==> src/rtl/if_id_stage_buf_if.sv <==
// ---------------------------------------------------------------------------
// if_id_stage_buf_if
// Bundles every non-clock/reset signal of the fetch/decode stage buffer.
//   slave  : the buffer itself (samples F-side inputs, drives D-side outputs)
//   master : whoever drives the buffer (fetch/decode/hazard logic, bench)
// Signals
//   i_clk_en             global stage enable
//   i_flush              hazard flush (branch/jump)
//   i_flush_exception_m  flush after an exception was entered in MEM
//   i_valid_f/o_ready_f  fetch-side handshake
//   i_instr_f/i_pc_f/i_pc_p4_f/i_exception_code_f  fetch-side payload
//   o_valid_d/i_ready_d  decode-side handshake
//   o_instr_d/o_pc_d/o_pc_p4_d/o_exception_code_d  head entry payload
//   o_exc_lock           exception entry captured, intake blocked
//   o_count              occupancy 0..2
// ---------------------------------------------------------------------------
interface if_id_stage_buf_if #(
    parameter int DW    = 64,
    parameter int EXC_W = 4
);
    logic             i_clk_en;
    logic             i_flush;
    logic             i_flush_exception_m;
    logic             i_valid_f;
    logic             o_ready_f;
    logic [DW-1:0]    i_instr_f;
    logic [DW-1:0]    i_pc_f;
    logic [DW-1:0]    i_pc_p4_f;
    logic [EXC_W-1:0] i_exception_code_f;
    logic             o_valid_d;
    logic             i_ready_d;
    logic [DW-1:0]    o_instr_d;
    logic [DW-1:0]    o_pc_d;
    logic [DW-1:0]    o_pc_p4_d;
    logic [EXC_W-1:0] o_exception_code_d;
    logic             o_exc_lock;
    logic [1:0]       o_count;

    modport slave (
        input  i_clk_en, i_flush, i_flush_exception_m,
        input  i_valid_f, i_instr_f, i_pc_f, i_pc_p4_f, i_exception_code_f,
        input  i_ready_d,
        output o_ready_f, o_valid_d,
        output o_instr_d, o_pc_d, o_pc_p4_d, o_exception_code_d,
        output o_exc_lock, o_count
    );

    modport master (
        output i_clk_en, i_flush, i_flush_exception_m,
        output i_valid_f, i_instr_f, i_pc_f, i_pc_p4_f, i_exception_code_f,
        output i_ready_d,
        input  o_ready_f, o_valid_d,
        input  o_instr_d, o_pc_d, o_pc_p4_d, o_exception_code_d,
        input  o_exc_lock, o_count
    );
endinterface

==> src/rtl/if_id_stage_buf.sv <==
// ---------------------------------------------------------------------------
// if_id_stage_buf
// Fetch -> decode pipeline buffer with valid/ready handshaking, flush and an
// exception lock that stops intake once an excepting fetch was accepted.
// Build option: define IF_ID_SKID_EN for a 2-entry skid buffer whose
// o_ready_f comes only from registers; undefined gives a single register
// with a combinational ready path from D back to F.
// Ports
//   i_clk  clock
//   i_rst  asynchronous reset, active-high
//   bus    if_id_stage_buf_if.slave (handshakes, payloads, flush, status)
// Parameters
//   XLEN      width encoding, data width DW = 1 << (XLEN+4)
//   EXC_W     exception code width
//   NO_E_VAL  exception code meaning "no exception"
// ---------------------------------------------------------------------------
`ifndef XLEN_64b
`define XLEN_64b 2
`endif
`ifndef NO_E
`define NO_E 4'h0
`endif

module if_id_stage_buf #(
    parameter int               XLEN     = `XLEN_64b,
    parameter int               EXC_W    = 4,
    parameter logic [EXC_W-1:0] NO_E_VAL = `NO_E
) (
    input logic              i_clk,
    input logic              i_rst,
    if_id_stage_buf_if.slave bus
);
    localparam int DW = 1 << (XLEN + 4);

    typedef struct packed {
        logic [DW-1:0]    instr;
        logic [DW-1:0]    pc;
        logic [DW-1:0]    pc_p4;
        logic [EXC_W-1:0] exc;
    } entry_t;

    // Encoding doubles as the occupancy count.
    typedef enum logic [1:0] {
        S_EMPTY = 2'd0,
        S_ONE   = 2'd1,
        S_FULL  = 2'd2
    } state_t;

    state_t state, state_nxt;
    entry_t main_e;
    entry_t in_e;
    entry_t clear_e;
    logic   lock;
    logic   flush;
    logic   accept;
    logic   consume;
    logic   ready_f;
    logic   valid_d;

    assign in_e    = {bus.i_instr_f, bus.i_pc_f, bus.i_pc_p4_f, bus.i_exception_code_f};
    assign clear_e = {{(3*DW){1'b0}}, NO_E_VAL};

    // Flush is not gated by the clock enable.
    assign flush   = bus.i_flush | bus.i_flush_exception_m;
    assign accept  = bus.i_valid_f & ready_f & bus.i_clk_en;
    assign consume = valid_d & bus.i_ready_d & bus.i_clk_en;

    always_ff @(posedge i_clk or posedge i_rst) begin
        if (i_rst) begin
            state <= S_EMPTY;
        end else if (flush) begin
            state <= S_EMPTY;
        end else begin
            state <= state_nxt;
        end
    end

    always_comb begin
        state_nxt = state;
        case (state)
            S_EMPTY: if (accept) state_nxt = S_ONE;
            S_ONE: begin
`ifdef IF_ID_SKID_EN
                if (accept && !consume) state_nxt = S_FULL;
                else if (consume && !accept) state_nxt = S_EMPTY;
`else
                // Single mode: accept while occupied implies consume.
                if (consume && !accept) state_nxt = S_EMPTY;
`endif
            end
            S_FULL:  if (consume) state_nxt = S_ONE;
            default: state_nxt = S_EMPTY;
        endcase
    end

    always_comb begin
        valid_d = (state != S_EMPTY);
`ifdef IF_ID_SKID_EN
        ready_f = (state != S_FULL) && !lock;
`else
        ready_f = (!valid_d || bus.i_ready_d) && !lock;
`endif
        bus.o_ready_f          = ready_f;
        bus.o_valid_d          = valid_d;
        bus.o_instr_d          = main_e.instr;
        bus.o_pc_d             = main_e.pc;
        bus.o_pc_p4_d          = main_e.pc_p4;
        bus.o_exception_code_d = main_e.exc;
        bus.o_exc_lock         = lock;
        bus.o_count            = state;
    end

`ifdef IF_ID_SKID_EN
    entry_t skid_e;

    // Skid slot fills only when the head is stalled and drains into the head.
    always_ff @(posedge i_clk or posedge i_rst) begin
        if (i_rst) begin
            skid_e <= clear_e;
        end else if (flush) begin
            skid_e <= clear_e;
        end else if (accept && state == S_ONE && !consume) begin
            skid_e <= in_e;
        end else if (consume && state == S_FULL) begin
            skid_e <= clear_e;
        end
    end
`endif

    // Head entry and exception lock.
    always_ff @(posedge i_clk or posedge i_rst) begin
        if (i_rst) begin
            main_e <= clear_e;
            lock   <= 1'b0;
        end else if (flush) begin
            main_e <= clear_e;
            lock   <= 1'b0;
        end else begin
            if (accept && bus.i_exception_code_f != NO_E_VAL) begin
                lock <= 1'b1;
            end
            if (accept && (state == S_EMPTY || consume)) begin
                main_e <= in_e;
            end else if (consume) begin
`ifdef IF_ID_SKID_EN
                main_e <= (state == S_FULL) ? skid_e : clear_e;
`else
                main_e <= clear_e;
`endif
            end
        end
    end
endmodule

==> src/flat_wrapper.sv <==
// flat-port wrapper written by rule: the top's interface ports become plain ports
module if_id_stage_buf_flat 
#(
    parameter int               XLEN     = `XLEN_64b,
    parameter int               EXC_W    = 4,
    parameter logic [EXC_W-1:0] NO_E_VAL = `NO_E
)
  (i_clk, i_rst, bus_i_clk_en, bus_i_flush, bus_i_flush_exception_m, bus_i_valid_f, bus_i_instr_f, bus_i_pc_f, bus_i_pc_p4_f, bus_i_exception_code_f, bus_i_ready_d, bus_o_ready_f, bus_o_valid_d, bus_o_instr_d, bus_o_pc_d, bus_o_pc_p4_d, bus_o_exception_code_d, bus_o_exc_lock, bus_o_count);
  if_id_stage_buf_if #(.DW(64), .EXC_W(EXC_W)) bus_i ();
  input logic i_clk;
  input logic i_rst;
  input wire logic [$bits(bus_i.i_clk_en)-1:0] bus_i_clk_en;
  input wire logic [$bits(bus_i.i_flush)-1:0] bus_i_flush;
  input wire logic [$bits(bus_i.i_flush_exception_m)-1:0] bus_i_flush_exception_m;
  input wire logic [$bits(bus_i.i_valid_f)-1:0] bus_i_valid_f;
  input wire logic [$bits(bus_i.i_instr_f)-1:0] bus_i_instr_f;
  input wire logic [$bits(bus_i.i_pc_f)-1:0] bus_i_pc_f;
  input wire logic [$bits(bus_i.i_pc_p4_f)-1:0] bus_i_pc_p4_f;
  input wire logic [$bits(bus_i.i_exception_code_f)-1:0] bus_i_exception_code_f;
  input wire logic [$bits(bus_i.i_ready_d)-1:0] bus_i_ready_d;
  output wire logic [$bits(bus_i.o_ready_f)-1:0] bus_o_ready_f;
  output wire logic [$bits(bus_i.o_valid_d)-1:0] bus_o_valid_d;
  output wire logic [$bits(bus_i.o_instr_d)-1:0] bus_o_instr_d;
  output wire logic [$bits(bus_i.o_pc_d)-1:0] bus_o_pc_d;
  output wire logic [$bits(bus_i.o_pc_p4_d)-1:0] bus_o_pc_p4_d;
  output wire logic [$bits(bus_i.o_exception_code_d)-1:0] bus_o_exception_code_d;
  output wire logic [$bits(bus_i.o_exc_lock)-1:0] bus_o_exc_lock;
  output wire logic [$bits(bus_i.o_count)-1:0] bus_o_count;
  assign bus_i.i_clk_en = bus_i_clk_en;
  assign bus_i.i_flush = bus_i_flush;
  assign bus_i.i_flush_exception_m = bus_i_flush_exception_m;
  assign bus_i.i_valid_f = bus_i_valid_f;
  assign bus_i.i_instr_f = bus_i_instr_f;
  assign bus_i.i_pc_f = bus_i_pc_f;
  assign bus_i.i_pc_p4_f = bus_i_pc_p4_f;
  assign bus_i.i_exception_code_f = bus_i_exception_code_f;
  assign bus_i.i_ready_d = bus_i_ready_d;
  assign bus_o_ready_f = bus_i.o_ready_f;
  assign bus_o_valid_d = bus_i.o_valid_d;
  assign bus_o_instr_d = bus_i.o_instr_d;
  assign bus_o_pc_d = bus_i.o_pc_d;
  assign bus_o_pc_p4_d = bus_i.o_pc_p4_d;
  assign bus_o_exception_code_d = bus_i.o_exception_code_d;
  assign bus_o_exc_lock = bus_i.o_exc_lock;
  assign bus_o_count = bus_i.o_count;
  if_id_stage_buf #(.XLEN(XLEN), .EXC_W(EXC_W), .NO_E_VAL(NO_E_VAL)) u_core (.i_clk(i_clk), .i_rst(i_rst), .bus(bus_i));
endmodule
==> config.mk <==
export PLATFORM = sky130hd
export DESIGN_NAME = if_id_stage_buf_flat
export DESIGN_NICKNAME = d
export VERILOG_FILES = /design/src/rtl/if_id_stage_buf_if.sv /design/src/rtl/if_id_stage_buf.sv /design/src/flat_wrapper.sv
export SDC_FILE = /design/constraint.sdc
export NUM_CORES = 1
export LEC_CHECK = 0
export ABC_AREA = 1
export CORE_AREA = 3 3 156 158
export CTS_BUF_LIST = sky130_fd_sc_hd__clkbuf_4
export CTS_CLUSTER_DIAMETER = 150
export DETAILED_ROUTE_END_ITERATION = 16
export DIE_AREA = 0 0 159 161
export GPL_TIMING_DRIVEN = 0
export PLACE_DENSITY_LB_ADDON = 0.3
export SLEW_MARGIN = 20
export SYNTH_ARGS = -nofsm -noshare
export SYNTH_HDL_FRONTEND = slang
export SYNTH_SLANG_ARGS = --single-unit
export TNS_END_PERCENT = 50
==> constraint.sdc <==
create_clock -name i_clk -period 7.8 [get_ports i_clk]
set_input_delay 1.17 -clock i_clk [delete_from_list [all_inputs] [get_ports i_clk]]
set_output_delay 1.17 -clock i_clk [all_outputs]
set_load 0.1 [all_outputs]
==> results.sh <==
export IMPL_outcome="complete, no violations"
export IMPL_grt_max_degree=103
export IMPL_ios=404
export IMPL_critical_path_startpoint="bus_i_ready_d"
export IMPL_cts_root_buf="clkbuf_4"
export IMPL_die_w_microns=159
export IMPL_final_cell_area_sq_um=13300
export IMPL_finalCritPeriodShare_pct=63.3
export IMPL_power_density_nw_per_um2=159
export IMPL_wl_met1_microns=12500
export IMPL_cts_hold_buf=0
export IMPL_cts_buffers_inserted=17
export IMPL_synth_common_cells="nand2_1 (203), dfrtp_1 (198), nand3_1 (197), nand4_1 (197), buf_2 (70)"
export IMPL_finClkSkew_ns=0.0229
export IMPL_worstRegToRegCells=5
export IMPL_ys_seq_elements=198
export IMPL_worstPathMaxFanout=10
export IMPL_fp_dieH_microns=161
export IMPL_dp_cells=1637
export IMPL_crit_required_ns=6.63
export IMPL_ant_nets=0
export IMPL_reg2reg_from="u_core.bus.o_count[0]"
export IMPL_rows=56
export IMPL_hold_depth=2
export IMPL_clk_latency_ns=0.58
export IMPL_ctsLongestPathBuffers=2
export IMPL_worstMarginPinSlew_ns=1.12
export IMPL_slew_viol_final=0
export IMPL_crit_path_max_incr_delay_ns=1.24
export IMPL_place_gp_congestion=0.919
export IMPL_cts_tree="built"
export IMPL_core_area_sq_um=23300
export IMPL_ir_drop_v=0.0000753
export IMPL_wl_met3_microns=3010
export IMPL_power_leakage_nw=6.35
export IMPL_wl_met2_microns=15600
export IMPL_p_sw_w=0.000748
export IMPL_startpoint_type="primary input"
export IMPL_yosysWarnings=0
export IMPL_seqPwrFrac_pct=50.5
export IMPL_rrSetupSlack_ns=5.92
export IMPL_drtIter0Drc=691
export IMPL_grt_usage_pct=24.7
export IMPL_synthesis_area_sq_um=8520
export IMPL_cp_cell_sequence="clkdlybuf4s50_1 > inv_2 > a21oi_4 > clkbuf_1 > clkdlybuf4s50_1"
export IMPL_switching_share_pct=35.5
export IMPL_yosys_area_top_type_share_pct=58.2
export IMPL_ys_flop_type="dfrtp_1"
export IMPL_die_area_sq_um=25600
export IMPL_hold_end="u_core.bus.o_pc_p4_d[1]"
export IMPL_syn_area_per_cell_sq_um=9.31
export IMPL_clock_sinks=198
export IMPL_max_slew_margin_pct=25.2
export IMPL_max_cap_violations=0
export IMPL_synth_area_leaders="dfrtp_1 (58%), nand4_1 (14%), nand3_1 (12%)"
export IMPL_crit_type="primary input to output port"
export IMPL_drive_gt1_share_pct=8.44
export IMPL_start_util_pct=36.6
export IMPL_synth_seq_area_share_pct=58.2
export IMPL_fin_cells=1670
export IMPL_arrival_ns=3.77
export IMPL_min_path_type="register to register"
export IMPL_drc=0
export IMPL_cp_common_cell="clkdlybuf4s50_1"
export IMPL_antenna_found_initial=2
export IMPL_ctsHtreeMaxLevel=4
export IMPL_syn_inst=915
export IMPL_crit_slowest_cell="clkdlybuf4s50_1"
export IMPL_vias=8840
export IMPL_async_reset_ff_share_pct=100
export IMPL_routed_wirelength_microns=32200
export IMPL_p_int_w=0.00136
export IMPL_power_total_w=0.00211
export IMPL_post_synth_num_cell_types=14
export IMPL_fmax_mhz=202
export IMPL_clkPwrFrac_pct=26.0
export IMPL_wire_per_inst_microns=19.3
export IMPL_synthMostInstantiatedCell="nand2_1"
export IMPL_fin_crit_ns=4.94
export IMPL_cts_setup_buffers=0
export IMPL_final_nets=1540
export IMPL_clkTransAtPathRegs_ns=0.15
export IMPL_hold_viol=0
export IMPL_grt_pass1_vias=8933
export IMPL_tns_ns=0
export IMPL_timing_rr_end="u_core.bus.o_exc_lock"
export IMPL_hp_start="u_core.bus.o_pc_p4_d[1]"
export IMPL_grt_pass1_wl_microns=50200
export IMPL_gr_total_overflow=0
export IMPL_highest_layer="met5"
export IMPL_critPathCaptureType="output port"
export IMPL_drt_first_pass_iters=5
export IMPL_viasPerCell=5.29
export IMPL_placed_area_sq_um=13000
export IMPL_syn_to_final_growth_pct=55.6
export IMPL_numPortBuffers=402
export IMPL_setup_viol=0
export IMPL_dp_hpwl_microns=23700
export IMPL_syn_num_nets=1118
export IMPL_cts_resized_gates=0
export IMPL_synth_area_leader_cell="dfrtp_1"
export IMPL_comb_power_share_pct=23.5
export IMPL_synth_edff_count=0
export IMPL_rsz0062_at_grt="no"
## cell usage in the layout, fill, tap and decap left out, types with 2 or more instances in the layout
cell type,count
nand2_1,203
inv_8,2
inv_6,7
nand3_1,197
clkinv_8,3
clkdlybuf4s50_1,402
dfrtp_1,198
clkbuf_1,32
buf_4,6
buf_2,70
nand4_1,197
clkbuf_4,18
inv_2,3
nor2_1,3
## routing by layer
metal	up-vias	global-route usage (%)
met1	4206	29.2
li1	4121	-
met4	2	10.7
met3	65	8.31
met2	446	41.3
met5	-	0
## power groups by stage
stage | registers [W] | logic [W] | clock network (W)
2_1_floorplan | 0.00125 | 0.000121 | 0
3_3_place_gp | 0.00108 | 0.000492 | 0
3_5_place_dp | 0.00108 | 0.000496 | 0
4_1_cts | 0.00106 | 0.000497 | 0.000569
5_1_grt | 0.00107 | 0.000521 | 0.000610
6_report | 0.00106 | 0.000495 | 0.000547
## worst max path at each step
stage	endpoint	slack [ns]	depth (start not counted)
6_report	bus_o_ready_f	2.86	5
3_5_place_dp	bus_o_ready_f	2.82	5
5_1_grt	bus_o_ready_f	2.74	5
2_1_floorplan	u_core.bus.o_count[0]	1.23	1
4_1_cts	bus_o_ready_f	2.83	5
3_3_place_gp	u_core.bus.o_instr_d[0]	-1.58	2
## stage by stage
| stage | hold slack [ns] | setup slack, ns | utilization (%) |
|---|---|---|---|
| floorplan | 1.02 | 1.23 | - |
| global placement | 0.493 | -1.58 | 55.6 |
| detailed placement | 0.495 | 2.82 | 55.8 |
| CTS | 0.536 | 2.83 | 57.0 |
| global route | 0.550 | 2.74 | 57.0 |
| finish | 0.529 | 2.86 | 57.0 |
## cell families (layout without fill, tap and decap cells)
kind of cell	after synthesis	in the layout	synth area share, %
buf+inv	113	548	6.27
other cells	1	2	0.0440
compound gates	2	2	0.279
simple gates	601	601	35.2
flops	198	198	58.2
## sequential cells by signal, summed over array words and instances, names as in the netlist
name and count:
u_core.bus.o_count 1, u_core.bus.o_exc_lock 1, u_core.bus.o_exception_code_d 4, u_core.bus.o_instr_d 64, u_core.bus.o_pc_d 64, u_core.bus.o_pc_p4_d 64
## area by class of cell
| cell class | count | area (sq um) |
|---|---|---|
| buffer | 108 | 515 |
| tap | 319 | 399 |
| fill | 2126 | 10000 |
| clock inverter | 14 | 139 |
| timing repair buffer | 403 | 4050 |
| sequential | 198 | 4950 |
| antenna | 1 | 2.50 |
| inverter | 5 | 26.3 |
| multi-input combinational | 604 | 3030 |
| clock buffer | 18 | 135 |
## worst max-delay path, delay by kind of cell
kind	cells	cell delay (ns)
AO/OA/AOI/OAI	1	0.36
buffers and inverters	4	2.23
No activity file was read; power rests on OpenSTA's default activity.
